==> src/rtl/rv32i_types.sv <==
// Shared types for the RV32I out-of-order core: decoded instruction info,
// ROB commit-bus entries and the flush descriptor.
package rv32i_types;

  localparam int unsigned XLen    = 32;
  localparam int unsigned RobSize = 8;
  localparam int unsigned RobTagW = $clog2(RobSize);

  typedef logic [RobTagW-1:0] rob_tag_t;

  typedef enum logic [6:0] {
    OpLui    = 7'b0110111,
    OpAuipc  = 7'b0010111,
    OpJal    = 7'b1101111,
    OpJalr   = 7'b1100111,
    OpBranch = 7'b1100011,
    OpLoad   = 7'b0000011,
    OpStore  = 7'b0100011,
    OpImm    = 7'b0010011,
    OpReg    = 7'b0110011
  } opcode_t;

  typedef struct packed {
    opcode_t     opcode;
    logic [4:0]  rd;
    logic [4:0]  rs1;
    logic [4:0]  rs2;
    logic [31:0] pc;
    logic [31:0] imm;
  } pci_t;

  typedef struct packed {
    logic [XLen-1:0] data;
    logic            rdy;
    pci_t            pc_info;
  } sal2_t;

  typedef struct packed {
    rob_tag_t front_tag;
    logic     valid;
  } flush_t;

endpackage

==> src/rtl/rob_commit_select.sv <==
// Retire selection: longest run of valid && done entries starting at the
// head, capped by max_commit and by a caller-supplied limit.
module rob_commit_select
  import rv32i_types::*;
#(
  parameter int unsigned size       = 8,
  parameter int unsigned max_commit = 2
) (
  input  logic [size-1:0]              valid,
  input  logic [size-1:0]              done,
  input  logic [$clog2(size)-1:0]      front,
  input  logic [$clog2(size+1)-1:0]    limit,
  output logic [size-1:0]              mask,
  output logic [$clog2(size+1)-1:0]    n
);

  localparam int unsigned TagW = $clog2(size);
  localparam int unsigned CntW = $clog2(size + 1);

  logic            run;
  logic [TagW-1:0] idx;

  always_comb begin
    mask = '0;
    n    = '0;
    run  = 1'b1;
    idx  = '0;
    for (int unsigned k = 0; k < max_commit; k++) begin
      idx = front + TagW'(k);
      if (run && (CntW'(k) < limit) && valid[idx] && done[idx]) begin
        mask[idx] = 1'b1;
        n         = n + CntW'(1);
      end else begin
        run = 1'b0;
      end
    end
  end

endmodule

==> src/rtl/rob_commit.sv <==
// In-order reorder buffer: allocates at rear, captures CDB results, retires
// up to max_commit done entries from the head, and squashes on mispredict.
module rob_commit
  import rv32i_types::*;
#(
  parameter int unsigned width      = 32,
  parameter int unsigned size       = 8,
  parameter int unsigned max_commit = 2
) (
  input  logic                    clk,
  input  logic                    rst,
  input  logic                    enq_valid,
  input  pci_t                    enq_pc_info,
  output logic                    enq_ready,
  output logic [$clog2(size)-1:0] enq_tag,
  input  logic                    cdb_valid,
  input  logic [$clog2(size)-1:0] cdb_tag,
  input  logic [width-1:0]        cdb_data,
  input  logic                    br_mispredict,
  input  logic [$clog2(size)-1:0] br_tag,
  output logic                    commit,
  output sal2_t [size-1:0]        rdest,
  output logic [size-1:0][4:0]    rd_bus,
  output flush_t                  flush,
  output logic                    empty,
  output logic                    full
);

  localparam int unsigned TagW = $clog2(size);
  localparam int unsigned CntW = $clog2(size + 1);

  typedef logic [TagW-1:0] tag_t;
  typedef logic [CntW-1:0] cnt_t;

  tag_t              front_q, front_d, rear_q, rear_d;
  cnt_t              count_q, count_d;
  logic [size-1:0]   valid_q, valid_d, done_q, done_d;
  logic [width-1:0]  data_q [size];
  pci_t              pci_q  [size];

  logic              commit_q;
  sal2_t [size-1:0]  rdest_q;
  flush_t            flush_q;

  logic              enq_fire, br_hit;
  tag_t              br_dist, off;
  cnt_t              limit, n;
  logic [size-1:0]   retire;

  assign full      = (count_q == cnt_t'(size));
  assign empty     = (count_q == '0);
  // rst doubles as a data term so dispatch sees no free slot while in reset.
  assign enq_ready = rst && !full && !br_mispredict;
  assign enq_tag   = rear_q;
  assign enq_fire  = enq_valid && enq_ready;

  assign br_hit  = br_mispredict && valid_q[br_tag];
  assign br_dist = br_tag - front_q;
  // On a mispredict nothing younger than br_tag may retire.
  assign limit   = br_hit ? (cnt_t'(br_dist) + cnt_t'(1)) : count_q;

  rob_commit_select #(
    .size       (size),
    .max_commit (max_commit)
  ) u_select (
    .valid (valid_q),
    .done  (done_q),
    .front (front_q),
    .limit (limit),
    .mask  (retire),
    .n     (n)
  );

  always_comb begin
    valid_d = valid_q;
    done_d  = done_q;
    front_d = front_q + n[TagW-1:0];
    rear_d  = rear_q;
    count_d = count_q;
    off     = '0;

    if (cdb_valid && valid_q[cdb_tag]) done_d[cdb_tag] = 1'b1;
    valid_d = valid_d & ~retire;
    done_d  = done_d & ~retire;

    if (br_hit) begin
      for (int i = 0; i < size; i++) begin
        off = tag_t'(i) - front_q;
        if (off > br_dist) begin
          valid_d[i] = 1'b0;
          done_d[i]  = 1'b0;
        end
      end
      rear_d  = br_tag + tag_t'(1);
      count_d = limit - n;
    end else begin
      if (enq_fire) begin
        valid_d[rear_q] = 1'b1;
        done_d[rear_q]  = 1'b0;
        rear_d          = rear_q + tag_t'(1);
      end
      count_d = count_q + cnt_t'(enq_fire) - n;
    end
  end

  always_ff @(posedge clk or negedge rst) begin
    if (!rst) begin
      front_q  <= '0;
      rear_q   <= '0;
      count_q  <= '0;
      valid_q  <= '0;
      done_q   <= '0;
      commit_q <= 1'b0;
      rdest_q  <= '0;
      flush_q  <= '0;
      for (int i = 0; i < size; i++) begin
        data_q[i] <= '0;
        pci_q[i]  <= '0;
      end
    end else begin
      front_q  <= front_d;
      rear_q   <= rear_d;
      count_q  <= count_d;
      valid_q  <= valid_d;
      done_q   <= done_d;
      if (cdb_valid && valid_q[cdb_tag]) data_q[cdb_tag] <= cdb_data;
      if (enq_fire) pci_q[rear_q] <= enq_pc_info;
      commit_q          <= |retire;
      flush_q.front_tag <= front_q;
      flush_q.valid     <= br_hit;
      for (int i = 0; i < size; i++) begin
        rdest_q[i].data    <= data_q[i];
        rdest_q[i].rdy     <= retire[i];
        rdest_q[i].pc_info <= pci_q[i];
      end
    end
  end

  assign commit = commit_q;
  assign rdest  = rdest_q;
  assign flush  = flush_q;

  always_comb begin
    for (int i = 0; i < size; i++) rd_bus[i] = rdest_q[i].pc_info.rd;
  end

endmodule

==> config.mk <==
export PLATFORM = sky130hd
export DESIGN_NAME = rob_commit
export DESIGN_NICKNAME = d
export VERILOG_FILES = /design/src/rtl/rv32i_types.sv /design/src/rtl/rob_commit_select.sv /design/src/rtl/rob_commit.sv
export SDC_FILE = /design/constraint.sdc
export NUM_CORES = 2
export LEC_CHECK = 0
export BUFFER_PORTS_ARGS = -buffer_cell sky130_fd_sc_hd__buf_2
export CORE_AREA = 2 2 445 447
export CTS_BUF_LIST = sky130_fd_sc_hd__clkbuf_2 sky130_fd_sc_hd__clkbuf_4 sky130_fd_sc_hd__clkbuf_8
export DETAILED_ROUTE_END_ITERATION = 8
export DIE_AREA = 0 0 447 449
export PLACE_DENSITY = 0.55
export SLEW_MARGIN = 20
export SYNTH_ARGS = -nofsm -noshare
export SYNTH_HDL_FRONTEND = slang
export SYNTH_SLANG_ARGS = --single-unit
==> constraint.sdc <==
create_clock -name clk -period 7.1 [get_ports clk]
set_input_delay 0.355 -clock clk [delete_from_list [all_inputs] [get_ports clk]]
set_output_delay 0.355 -clock clk [all_outputs]
set_load 0.05 [all_outputs]
==> flow_summary.rst <==
.. list-table::
   :header-rows: 1

   * - Metric
     - Value
   * - Post-route cell area
     - 0.0786 mm²
   * - Final Slew Violations
     - 0
   * - Leak pwr
     - 41.2 nW
   * - Worst-path clk slew
     - 0.06 ns
   * - Antenna violations before repair
     - 12
   * - Number of failing setup endpoints in the final timing report
     - 0
   * - Required @ worst endpoint
     - 8.00 ns
   * - Worst path arrival time
     - 5.65 ns
   * - First-pass DRT Iterations
     - 5
   * - Critical path launch point type
     - flop
   * - Clock buffer count from CTS
     - 335
   * - Clock tree from TritonCTS
     - yes
   * - H-tree Lvls
     - 5
   * - FF+latch count, synth
     - 1,927
   * - Mapped cell area
     - 0.0616 mm²
   * - HPWL after detailed placement
     - 116,000 µm
   * - Pin count of the biggest net entering global routing
     - 168
   * - Synth top area share
     - 0.783
   * - Max-Slew Margin vs Limit
     - 0.283
   * - Maximum number of buffers from clock root to sink
     - 4
   * - Vertical extent of the die
     - 449 µm
   * - Post-placement cell area
     - 0.0703 mm²
   * - Type of the tightest min-delay check
     - in2reg
   * - Cells after synthesis
     - 3,669
   * - Endpoint kind of the worst setup timing path
     - flop
   * - Number of enable flip-flop cells after synthesis
     - 0
   * - Run status
     - finished clean
   * - Nets
     - 5,318
   * - Total of buffers placed on input and output ports
     - 1,131
   * - Layout cells sized above 1
     - 0.471
   * - Total Routed Length
     - 177,000 µm
   * - Power, Total
     - 42.6 mW
   * - Number of nets with antenna violations after detailed routing
     - 0
   * - Die Footprint
     - 0.201 mm²
   * - Synth cell types
     - 64
   * - Boundary Pins
     - 1,132
   * - Main flop type after synthesis
     - dfrtp_1
   * - Sum of negative setup slack
     - 0 ns
   * - Area growth, synth to finish
     - 27.7%
   * - Fraction of synthesis flops using an asynchronous set or reset pin
     - 1.00
   * - Syn nets
     - 3,833
   * - Worst Tran Pin Value
     - 1.08 ns
   * - Clock Skew
     - 0.0928 ns
   * - Initial core utilization
     - 0.314
   * - Final hold vios
     - 0
   * - Clk root buf
     - clkbuf_8
   * - Top cell type by total area after synthesis
     - dfrtp_1
   * - Max capacitance violation total
     - 0
   * - Fin crit period
     - 4.75 ns
   * - Routed via count
     - 35.0k
   * - Peak fanout along the critical path
     - 17
   * - Avg Inst Size Synth
     - 16.8 µm²
   * - RSZ-0062 raised after global routing
     - false
   * - Count of routing violations after the opening detailed-route iteration
     - 2,039
   * - Total of warnings raised by yosys
     - 0
   * - Pwr/cell area
     - 541 mW/mm²
   * - Total gr overflow
     - 0
   * - Final cycle utilization of the critical path
     - 0.669
   * - Class of the most critical setup path
     - reg2reg
   * - Vias per cell
     - 4.36
   * - Total clock sinks
     - 1,927
   * - DRC violation count after routing
     - 0
   * - Total routing usage reported by global routing
     - 0.175
   * - Routability-driven placement congestion ratio
     - 0.831
   * - Die width
     - 447 µm
   * - Skew-Pair Late Insertion Delay
     - 1.07 ns
   * - Area of the core
     - 0.196 mm²
   * - Via count of the first global-routing pass
     - 36.8k
   * - Fmax achieved
     - 211 MHz
   * - Routed WL per cell
     - 22.1 µm
   * - IR Drop Worst-Case VDD
     - 0.285 mV
   * - Cell Rows
     - 163
   * - Largest cells by area after synthesis
     - dfrtp_1 78%, mux2_2 14%, nand2_1 3.5%
   * - Wire length of the first global-routing pass
     - 256,000 µm
   * - Fraction of the yosys area taken by sequential cells
     - 0.783
flip-flops by register name, indices dropped and copies added (netlist names):
register,cells
pci_q,688
valid_q,8
rdest,912
count_q,4
front_q,3
flush,4
done_q,8
enq_tag,3
rd_bus,40
data_q,256
commit,1
area by class of cell:
type	count	area, µm²
diodes	14	35.0
inverters	42	160
flip-flops and latches	1927	48200
well taps	2640	3300
clock inverters	39	419
clock buffers	521	6420
repair buffers	1313	7570
multi-input cells	1535	12500
fillers	18400	118000
critical path, stage by stage, from the launching register on:
cell and delay (ns):
dfrtp_1 0.77, ha_1 0.27, inv_1 0.07, fa_1 0.50
ha_1 0.35, or3_1 0.35, a211o_1 0.33, and2_1 0.20
and3_1 0.19, ha_1 0.25, inv_1 0.11, ha_1 0.25
ha_1 0.30, a21o_1 0.16, a21oi_1 0.17, xor2_1 0.16
nor2_1 0.06, a31oi_1 0.15
repair_timing:
| action | 4_1_cts | 5_1_grt |
|---|---|---|
| setup buffers | 0 | 0 |
| gates resized for setup | 0 | 0 |
| hold buffers | 137 | 0 |
| hold endpoints to repair | 1441 | 0 |
path summary, 6_finish.rpt:
check                                        from                      to  slack (ns)  depth (start not counted)
setup reg to reg             front_q[0]$_DFF_PN0_    count_q[3]$_DFF_PN0_        2.35                         17
max in group asynchronous                     rst    rdest[283]$_DFF_PN0_        3.93                          6
setup / recovery             front_q[0]$_DFF_PN0_    count_q[3]$_DFF_PN0_        2.35                         17
hold reg to reg            pci_q[474]$_DFFE_PN0P_    rdest[282]$_DFF_PN0_        0.30                          0
min in group asynchronous                     rst    rdest[943]$_DFF_PN0_        0.63                          4
hold / removal                    enq_pc_info[59]  pci_q[575]$_DFFE_PN0P_        0.15                          4
through the flow:
step	hold slack [ns]	util	cells	setup WS (ns)
after CTS	0.00401	0.400	8016	2.33
after detailed placement	0.354	0.359	7319	2.38
after global placement	0.353	0.359	7319	2.46
after global routing	0.0895	0.401	8028	2.09
after floorplan	0.0594	-	3669	2.83
final	0.145	0.401	8031	2.35
report_power, final:
part | switching, mW | total [mW] | internal [mW]
Sequential | 1.85 | 17.2 | 15.3
Clock | 4.32 | 10.3 | 5.96
Combinational | 11.6 | 15.1 | 3.48
cell usage after synthesis, drive strengths merged, types with 4 or more instances:
cell type	n
dfrtp	1927
mux2	766
nand2	573
clkbuf	99
buf	66
inv	42
ha	31
nor2	17
o21ai	12
a21oi	11
nand3	10
nand4	8
xor2	7
a31oi	6
mux2i	6
a21o	5
and2	5
and3	5
nor3	5
or3	5
xnor2	5
a31o	4
fa	4
mux4	4
nor2b	4
o32ai	4
kinds of logic (layout without fill, tap and decap cells):
kind of cell / Yosys count / in the layout / synth area share
DFF: 1927 / 1927 / 0.783
muxes: 776 / 776 / 0.143
and+or+nand+nor: 644 / 644 / 0.0416
buffers and inverters: 207 / 1915 / 0.0154
AOI/OAI and AO/OA: 66 / 66 / 0.00798
adders and majority gates: 36 / 36 / 0.00776
xor gates and xnor gates: 13 / 13 / 0.00209
other: 0 / 14 / 0
cells in the final DEF (no fill, tap or decap), drive strengths merged, types with 3 or more instances in the layout:
master | synthesis | final
buf | 66 | 1177
clkbuf | 99 | 521
a21oi | 11 | 11
a21o | 5 | 5
xor2 | 7 | 7
a22oi | 3 | 3
xnor2 | 5 | 5
nor2 | 17 | 17
fa | 4 | 4
a2111oi | 3 | 3
inv | 42 | 44
nand2 | 573 | 573
nor2b | 4 | 4
nand3 | 10 | 10
clkinvlp | 0 | 5
mux4 | 4 | 4
and2 | 5 | 5
a31o | 4 | 4
mux2 | 766 | 766
nand4 | 8 | 8
mux2i | 6 | 6
clkinv | 0 | 25
ha | 31 | 31
dlygate4sd3 | 0 | 136
o21ai | 12 | 12
o32ai | 4 | 4
or3 | 5 | 5
dfrtp | 1927 | 1927
diode | 0 | 14
nor3 | 5 | 5
o2111a | 3 | 3
bufinv | 0 | 7
a31oi | 6 | 6
nor4 | 3 | 3
and3 | 5 | 5
per-layer routing:
| metal | share of wire | global-route usage | vias up |
|---|---|---|---|
| li1 | - | - | 15200 |
| met5 | 0 | 0 | - |
| met4 | 0.040 | 0.0757 | 0 |
| met3 | 0.082 | 0.0632 | 312 |
| met2 | 0.49 | 0.288 | 1171 |
| met1 | 0.39 | 0.205 | 18300 |
Power figures use the tool's default switching activity.
